==> config.mk <==
export PLATFORM = sky130hd
export DESIGN_NAME = win_cmd_gen_flat
export DESIGN_NICKNAME = d
export VERILOG_FILES = /design/src/rtl/win_cmd_gen_if.sv /design/src/rtl/win_cmd_gen.sv /design/src/flat_wrapper.sv
export SDC_FILE = /design/constraint.sdc
export NUM_CORES = 1
export LEC_CHECK = 0
export ABC_AREA = 1
export BUFFER_PORTS_ARGS = -buffer_cell sky130_fd_sc_hd__clkbuf_2
export CORE_MARGIN = 3
export CORE_UTILIZATION = 38
export CTS_BUF_LIST = sky130_fd_sc_hd__clkbuf_4 sky130_fd_sc_hd__clkbuf_8
export DETAILED_ROUTE_END_ITERATION = 12
export HOLD_SLACK_MARGIN = 0.12
export PLACE_DENSITY = 0.52
export SKIP_LAST_GASP = 1
export SLEW_MARGIN = 20
export SYNTH_ARGS = -nofsm -noshare
export SYNTH_HDL_FRONTEND = slang
export SYNTH_SLANG_ARGS = --single-unit
==> constraint.sdc <==
create_clock -name clk -period 2.85 [get_ports clk]
set_input_delay 0.285 -clock clk [delete_from_list [all_inputs] [get_ports clk]]
set_output_delay 0.285 -clock clk [all_outputs]
set_load 0.1 [all_outputs]
==> src/rtl/win_cmd_gen_if.sv <==
// Cursor/window command interface: raw buttons and mode in, one-hot command pulses out.
// The command producer (win_cmd_gen) is the master side.
interface win_cmd_gen_if;
   logic [6:0] btn;
   logic       mode;
   logic [6:0] win_ctrl_cmd;

   modport master (
      input  btn,
      input  mode,
      output win_ctrl_cmd
   );

   modport slave (
      output btn,
      output mode,
      input  win_ctrl_cmd
   );
endinterface

==> src/rtl/win_cmd_gen.sv <==
// Push-button front end: synchronise, debounce, edge-detect, auto-repeat move keys,
// and arbitrate pending events into one-hot single-cycle win_ctrl_cmd pulses.
module win_cmd_gen #(
   parameter int DEBOUNCE_CYCLES = 1_000_000,
   parameter int REPEAT_DELAY    = 25_000_000,
   parameter int REPEAT_PERIOD   = 5_000_000,
   parameter int CNT_W           = 25
) (
   input  logic          clk,
   input  logic          rst,
   win_cmd_gen_if.master bus
);

   typedef enum logic [1:0] {
      ST_IDLE    = 2'd0,
      ST_PRESSED = 2'd1,
      ST_REPEAT  = 2'd2
   } btn_state_t;

   // Only the four movement keys auto-repeat; bit 4 is the mode-gated toggle.
   localparam logic [6:0]       REP_MASK    = 7'h0F;
   localparam logic [6:0]       NO_TOGGLE   = 7'h6F;
   localparam logic [6:0]       ALL_BITS    = 7'h7F;
   localparam logic [CNT_W-1:0] DEB_MAX     = CNT_W'(DEBOUNCE_CYCLES);
   localparam logic [CNT_W-1:0] DLY_LAST    = CNT_W'(REPEAT_DELAY - 1);
   localparam logic [CNT_W-1:0] PER_LAST    = CNT_W'(REPEAT_PERIOD - 1);
   localparam logic [CNT_W-1:0] CNT_ZERO    = CNT_W'(0);
   localparam logic [CNT_W-1:0] CNT_ONE     = CNT_W'(1);

   logic [6:0]       sync1_r;
   logic [6:0]       s_r;
   logic [6:0]       deb_r;
   logic [6:0]       pending_r;
   logic [6:0]       cmd_r;
   logic [CNT_W-1:0] dcnt_r [7];
   logic [CNT_W-1:0] rcnt_r [7];
   btn_state_t       state_r [7];

   logic [6:0] deb_next_s;
   logic [6:0] rise_s;
   logic [6:0] fall_s;
   logic [6:0] rep_hit_s;
   logic [6:0] event_s;
   logic [6:0] keep_s;
   logic [6:0] elig_s;
   logic [6:0] issue_s;
   logic [6:0] pending_next_s;

   // Two-flop synchroniser for the asynchronous button levels.
   always_ff @(posedge clk or negedge rst) begin
      if (!rst) begin
         sync1_r <= 7'd0;
         s_r     <= 7'd0;
      end else begin
         sync1_r <= bus.btn;
         s_r     <= sync1_r;
      end
   end

   // Debounced level flips once the mismatch counter has already reached its limit.
   always_comb begin
      deb_next_s = deb_r;
      for (int i = 0; i < 7; i++) begin
         if ((s_r[i] != deb_r[i]) && (dcnt_r[i] == DEB_MAX)) begin
            deb_next_s[i] = s_r[i];
         end else begin
            deb_next_s[i] = deb_r[i];
         end
      end
   end

   assign rise_s = deb_next_s & ~deb_r;
   assign fall_s = deb_r & ~deb_next_s;

   // Debounce mismatch counters and debounced state.
   always_ff @(posedge clk or negedge rst) begin
      if (!rst) begin
         deb_r <= 7'd0;
         for (int i = 0; i < 7; i++) begin
            dcnt_r[i] <= CNT_ZERO;
         end
      end else begin
         deb_r <= deb_next_s;
         for (int i = 0; i < 7; i++) begin
            if ((s_r[i] == deb_r[i]) || (dcnt_r[i] == DEB_MAX)) begin
               dcnt_r[i] <= CNT_ZERO;
            end else begin
               dcnt_r[i] <= dcnt_r[i] + CNT_ONE;
            end
         end
      end
   end

   // Auto-repeat hit for held move keys; a release on the same edge suppresses it.
   always_comb begin
      rep_hit_s = 7'd0;
      for (int i = 0; i < 7; i++) begin
         case (state_r[i])
            ST_PRESSED: rep_hit_s[i] = REP_MASK[i] && !fall_s[i] && (rcnt_r[i] == DLY_LAST);
            ST_REPEAT:  rep_hit_s[i] = !fall_s[i] && (rcnt_r[i] == PER_LAST);
            default:    rep_hit_s[i] = 1'b0;
         endcase
      end
   end

   // Per-button press/repeat state machine with its repeat counter.
   always_ff @(posedge clk or negedge rst) begin
      if (!rst) begin
         for (int i = 0; i < 7; i++) begin
            state_r[i] <= ST_IDLE;
            rcnt_r[i]  <= CNT_ZERO;
         end
      end else begin
         for (int i = 0; i < 7; i++) begin
            case (state_r[i])
               ST_IDLE: begin
                  rcnt_r[i] <= CNT_ZERO;
                  if (rise_s[i]) begin
                     state_r[i] <= ST_PRESSED;
                  end
               end
               ST_PRESSED: begin
                  if (fall_s[i]) begin
                     state_r[i] <= ST_IDLE;
                     rcnt_r[i]  <= CNT_ZERO;
                  end else if (rep_hit_s[i]) begin
                     state_r[i] <= ST_REPEAT;
                     rcnt_r[i]  <= CNT_ZERO;
                  end else if (REP_MASK[i]) begin
                     rcnt_r[i]  <= rcnt_r[i] + CNT_ONE;
                  end
               end
               ST_REPEAT: begin
                  if (fall_s[i]) begin
                     state_r[i] <= ST_IDLE;
                     rcnt_r[i]  <= CNT_ZERO;
                  end else if (rep_hit_s[i]) begin
                     rcnt_r[i]  <= CNT_ZERO;
                  end else begin
                     rcnt_r[i]  <= rcnt_r[i] + CNT_ONE;
                  end
               end
               default: begin
                  state_r[i] <= ST_IDLE;
                  rcnt_r[i]  <= CNT_ZERO;
               end
            endcase
         end
      end
   end

   assign event_s = rise_s | rep_hit_s;

   // Lowest-index eligible pending bit wins; a same-cycle event re-arms the issued bit.
   always_comb begin
      if (bus.mode) begin
         keep_s = NO_TOGGLE;
      end else begin
         keep_s = ALL_BITS;
      end
      elig_s         = pending_r & keep_s;
      issue_s        = elig_s & (~elig_s + 7'd1);
      pending_next_s = ((pending_r & ~issue_s) | event_s) & keep_s;
   end

   // Pending set and registered command pulse.
   always_ff @(posedge clk or negedge rst) begin
      if (!rst) begin
         pending_r <= 7'd0;
         cmd_r     <= 7'd0;
      end else begin
         pending_r <= pending_next_s;
         cmd_r     <= issue_s;
      end
   end

   assign bus.win_ctrl_cmd = cmd_r;

endmodule

==> src/flat_wrapper.sv <==
// flat-port wrapper written by rule: the top's interface ports become plain ports
module win_cmd_gen_flat 
#(
   parameter int DEBOUNCE_CYCLES = 1_000_000,
   parameter int REPEAT_DELAY    = 25_000_000,
   parameter int REPEAT_PERIOD   = 5_000_000,
   parameter int CNT_W           = 25
)
  (clk, rst, bus_btn, bus_mode, bus_win_ctrl_cmd);
  win_cmd_gen_if bus_i ();
  input  logic clk;
  input  logic rst;
  input wire logic [$bits(bus_i.btn)-1:0] bus_btn;
  input wire logic [$bits(bus_i.mode)-1:0] bus_mode;
  output wire logic [$bits(bus_i.win_ctrl_cmd)-1:0] bus_win_ctrl_cmd;
  assign bus_i.btn = bus_btn;
  assign bus_i.mode = bus_mode;
  assign bus_win_ctrl_cmd = bus_i.win_ctrl_cmd;
  win_cmd_gen #(.DEBOUNCE_CYCLES(DEBOUNCE_CYCLES), .REPEAT_DELAY(REPEAT_DELAY), .REPEAT_PERIOD(REPEAT_PERIOD), .CNT_W(CNT_W)) u_core (.clk(clk), .rst(rst), .bus(bus_i));
endmodule
==> impl_metrics.csv <==
group,metric,value,unit
route,drc_errors,0,
finish,nNetsFinal,3241,
synth,avgSynthCellArea,7.430,um2
timing,drv_slew,0,
power_and_ir_drop,p_leak,10.95,nW
cts,clockRootBuffer,"clkbuf_8",
synth,synth.distinct_cells,50,
global_route,antenna_found_initial,1,
synth,synth-async-reset-ratio,100.0,%
floorplan,die_y,252.9,um
global_route,first_global_vias,19830,
synth,syn_nets,3161,
flow_run,cap_violations,0,
power_and_ir_drop,swShare,22.79,%
timing,period_share,74.83,%
critical_path,critPathCaptureType,"register",
outcome,status,"complete, no violations",
power_and_ir_drop,pwr-share-comb,2.4,%
critical_path,cp.arrival,2.64,ns
synth,yosysSeqAreaShare,43.10,%
power_and_ir_drop,power.share.sequential,47.5,%
placement,dpl.hpwl,40.93,mm
route,dr_total_vias,20210,
cts,clock-sinks,399,
floorplan,placementRows,89,
timing,relSlewSlack,28.20,%
finish,final_common_cell,"nand2_1",
power_and_ir_drop,clock_power_share,50.1,%
power_and_ir_drop,pwr_density_cell,467.2,nW/um2
floorplan,start_util,38.81,%
min_path,hp-class,"input pin to async pin",
finish,fin_util,43.35,%
finish,drive_gt1_share,8.249,%
cts,path_clk_slew,0.06,ns
timing,tns,0,ns
finish,area_delta_synth_final,11.68,%
cts,cts_tree,"done",
timing,fmax,468.9,MHz
route,drt-vias-per-instance,5.021,
route,firstDrtPassIters,5,
critical_path,required,3.36,ns
critical_path,worstSetupStartpointType,"register",
global_route,overflow,0,
timing,fin_hold_ws,0.2379,ns
floorplan,die_width,252.9,um
synth,yosys_register_bits,399,
finish,final_cell_mix,"nand2_1 (601), nor2_1 (551), inv_1 (432)",
timing,hold_viol,0,
power_and_ir_drop,ir_worst_vdd,0.3134,mV
route,wl_per_cell,14.10,um
critical_path,cp_slowest_cell,"nand2_1",
cts,cts_setup_buffers,0,
floorplan,core_area,59690,um2
placement,port-buffer-count,16,
route,finalWirelength,56.75,mm
timing,fin_crit,2.133,ns
cts,numCtsBuffers,77,
power_and_ir_drop,p_int,9.334,mW
cts,cts_max_path_buffers,3,
synth,synth_ff_type,"dfrtp_1",
critical_path,path_cells,"inv_1 -> ha_1 -> nand4_2 -> nor2_4 -> nand3_2 -> nand2_1 -> o21ai_0",
floorplan,dieArea,63960,um2
synth,yosysWarningCount,0,
critical_path,crit_type,"register to register",
placement,place.gp.congestion,0.9116,
cts,htree_num_levels,3,
critical_path,cp_max_fo,15,
timing,fin_skew,0.03181,ns
cts,clkLatencyLatePin,0.66,ns
cts,hold_buffers,9,
timing,fin_ws,0.7173,ns
cts,ctsResizeCount,0,
synth,netlist_area,23170,um2
synth,syn_inst,3118,
synth,synth_edf_count,0,
timing,setup_viol,0,
floorplan,ios,17,
power_and_ir_drop,switchingPower,2.755,mW
route,drt_iter0_markers,1311,
timing,rsz0062_at_grt,"no",
placement,pre_cts_slack,0.7337,ns
route,ant_nets,0,
global_route,grt_max_degree,71,
global_route,groute.usage.overall,18.00,%
critical_path,slowest_delay,0.54,ns
global_route,grt_pass1_wl,96.68,mm
timing,worst_pin_slew,1.077,ns
[synth_stat cells, types with 4 or more instances]
| cell | n | area share (%) |
|---|---|---|
| a21oi_1 | 71 | 1.5 |
| and3_1 | 5 | 0.14 |
| buf_2 | 15 | 0.32 |
| buf_4 | 12 | 0.39 |
| buf_6 | 5 | 0.24 |
| dfrtp_1 | 399 | 43 |
| ha_1 | 33 | 1.8 |
| inv_1 | 432 | 7.0 |
| inv_2 | 14 | 0.23 |
| nand2_1 | 601 | 9.7 |
| nand2_2 | 15 | 0.41 |
| nand3_1 | 242 | 5.2 |
| nand3_2 | 18 | 0.78 |
| nand3b_1 | 4 | 0.13 |
| nand4_1 | 128 | 3.5 |
| nand4_2 | 4 | 0.22 |
| nor2_1 | 551 | 8.9 |
| nor2_2 | 23 | 0.62 |
| nor2_4 | 8 | 0.39 |
| nor3_1 | 147 | 3.2 |
| nor3_2 | 9 | 0.39 |
| nor3b_1 | 10 | 0.32 |
| nor4_1 | 31 | 0.84 |
| o21a_1 | 7 | 0.23 |
| o21ai_0 | 107 | 2.3 |
| o21ai_1 | 18 | 0.39 |
| o21bai_1 | 5 | 0.16 |
| o22ai_1 | 28 | 0.76 |
| xnor2_1 | 35 | 1.3 |
| xor2_1 | 109 | 4.1 |
[metrics by stage]
step	instances	power (mW)	instance area, um2
2_1_floorplan	3118	5.946	23170
3_3_place_gp	3883	6.128	24140
3_5_place_dp	3883	6.135	24140
4_1_cts	4022	12.38	25870
5_1_grt	4024	12.66	25870
6_report	4024	12.09	25870
[power groups by stage]
| stage | registers [mW] | logic (mW) | clock network, mW |
|---|---|---|---|
| 2_1_floorplan | 5.83 | 0.117 | 0 |
| 3_3_place_gp | 5.84 | 0.291 | 0 |
| 3_5_place_dp | 5.84 | 0.297 | 0 |
| 4_1_cts | 5.74 | 0.307 | 6.34 |
| 5_1_grt | 5.74 | 0.348 | 6.57 |
| 6_report | 5.74 | 0.291 | 6.06 |
[area by class of cell]
type,count,area [um2]
timing repair buffer,38,352.8
multi-input combinational,2235,11240
tap,773,967.2
antenna,2,5.005
inverter,447,1680
clock inverter,10,112.6
sequential,399,9985
clock buffer,120,1526
fill,6071,33810
[worst paths after layout]
check                      slack, ns               from  cells after the start                  to
max                             0.72   u_core.dcnt_r[0]                      7   u_core.rcnt_r[13]
min                             0.24                rst                      2  u_core.dcnt_r[103]
max reg2reg                     0.72   u_core.dcnt_r[0]                      7   u_core.rcnt_r[13]
min reg2reg                     0.34  u_core.sync1_r[0]                      0       u_core.s_r[0]
max in group asynchronous       1.80                rst                      3   u_core.rcnt_r[32]
min in group clk                0.29         bus_btn[4]                      2   u_core.sync1_r[4]
[registers in the layout, summed over array words and instances, names as in the netlist]
register,flops
u_core.dcnt_r,175
u_core.rcnt_r,175
u_core.state_r,14
u_core.bus.win_ctrl_cmd,7
u_core.deb_r,7
u_core.pending_r,7
u_core.s_r,7
u_core.sync1_r,7
[kinds of logic after synthesis]
group,after synthesis,synth area share [%]
flip-flops,399,43.10
XOR/XNOR,144,5.444
AO/OA/AOI/OAI,243,5.606
buffers and inverters,484,8.366
adder cells (fa/ha/maj),33,1.782
AND/OR/NAND/NOR,1815,35.70
[critical path, delay by kind of cell (launching register included)]
family / cells / cell delay (ns)
simple gates: 4 / 1.14
buf+inv: 1 / 0.09
flops: 1 / 0.44
compound gates: 1 / 0.15
fa+ha+maj: 1 / 0.16
[metal layers]
layer | share of wire [%] | vias up | GRT usage [%]
met5 | 0 | - | 0
met3 | 3.7 | 94 | 3.164
met4 | 2.3 | 0 | 5.207
met1 | 49 | 9498 | 24.76
met2 | 45 | 366 | 29.18
li1 | - | 10250 | -
No activity file was read; power rests on OpenSTA's default activity.
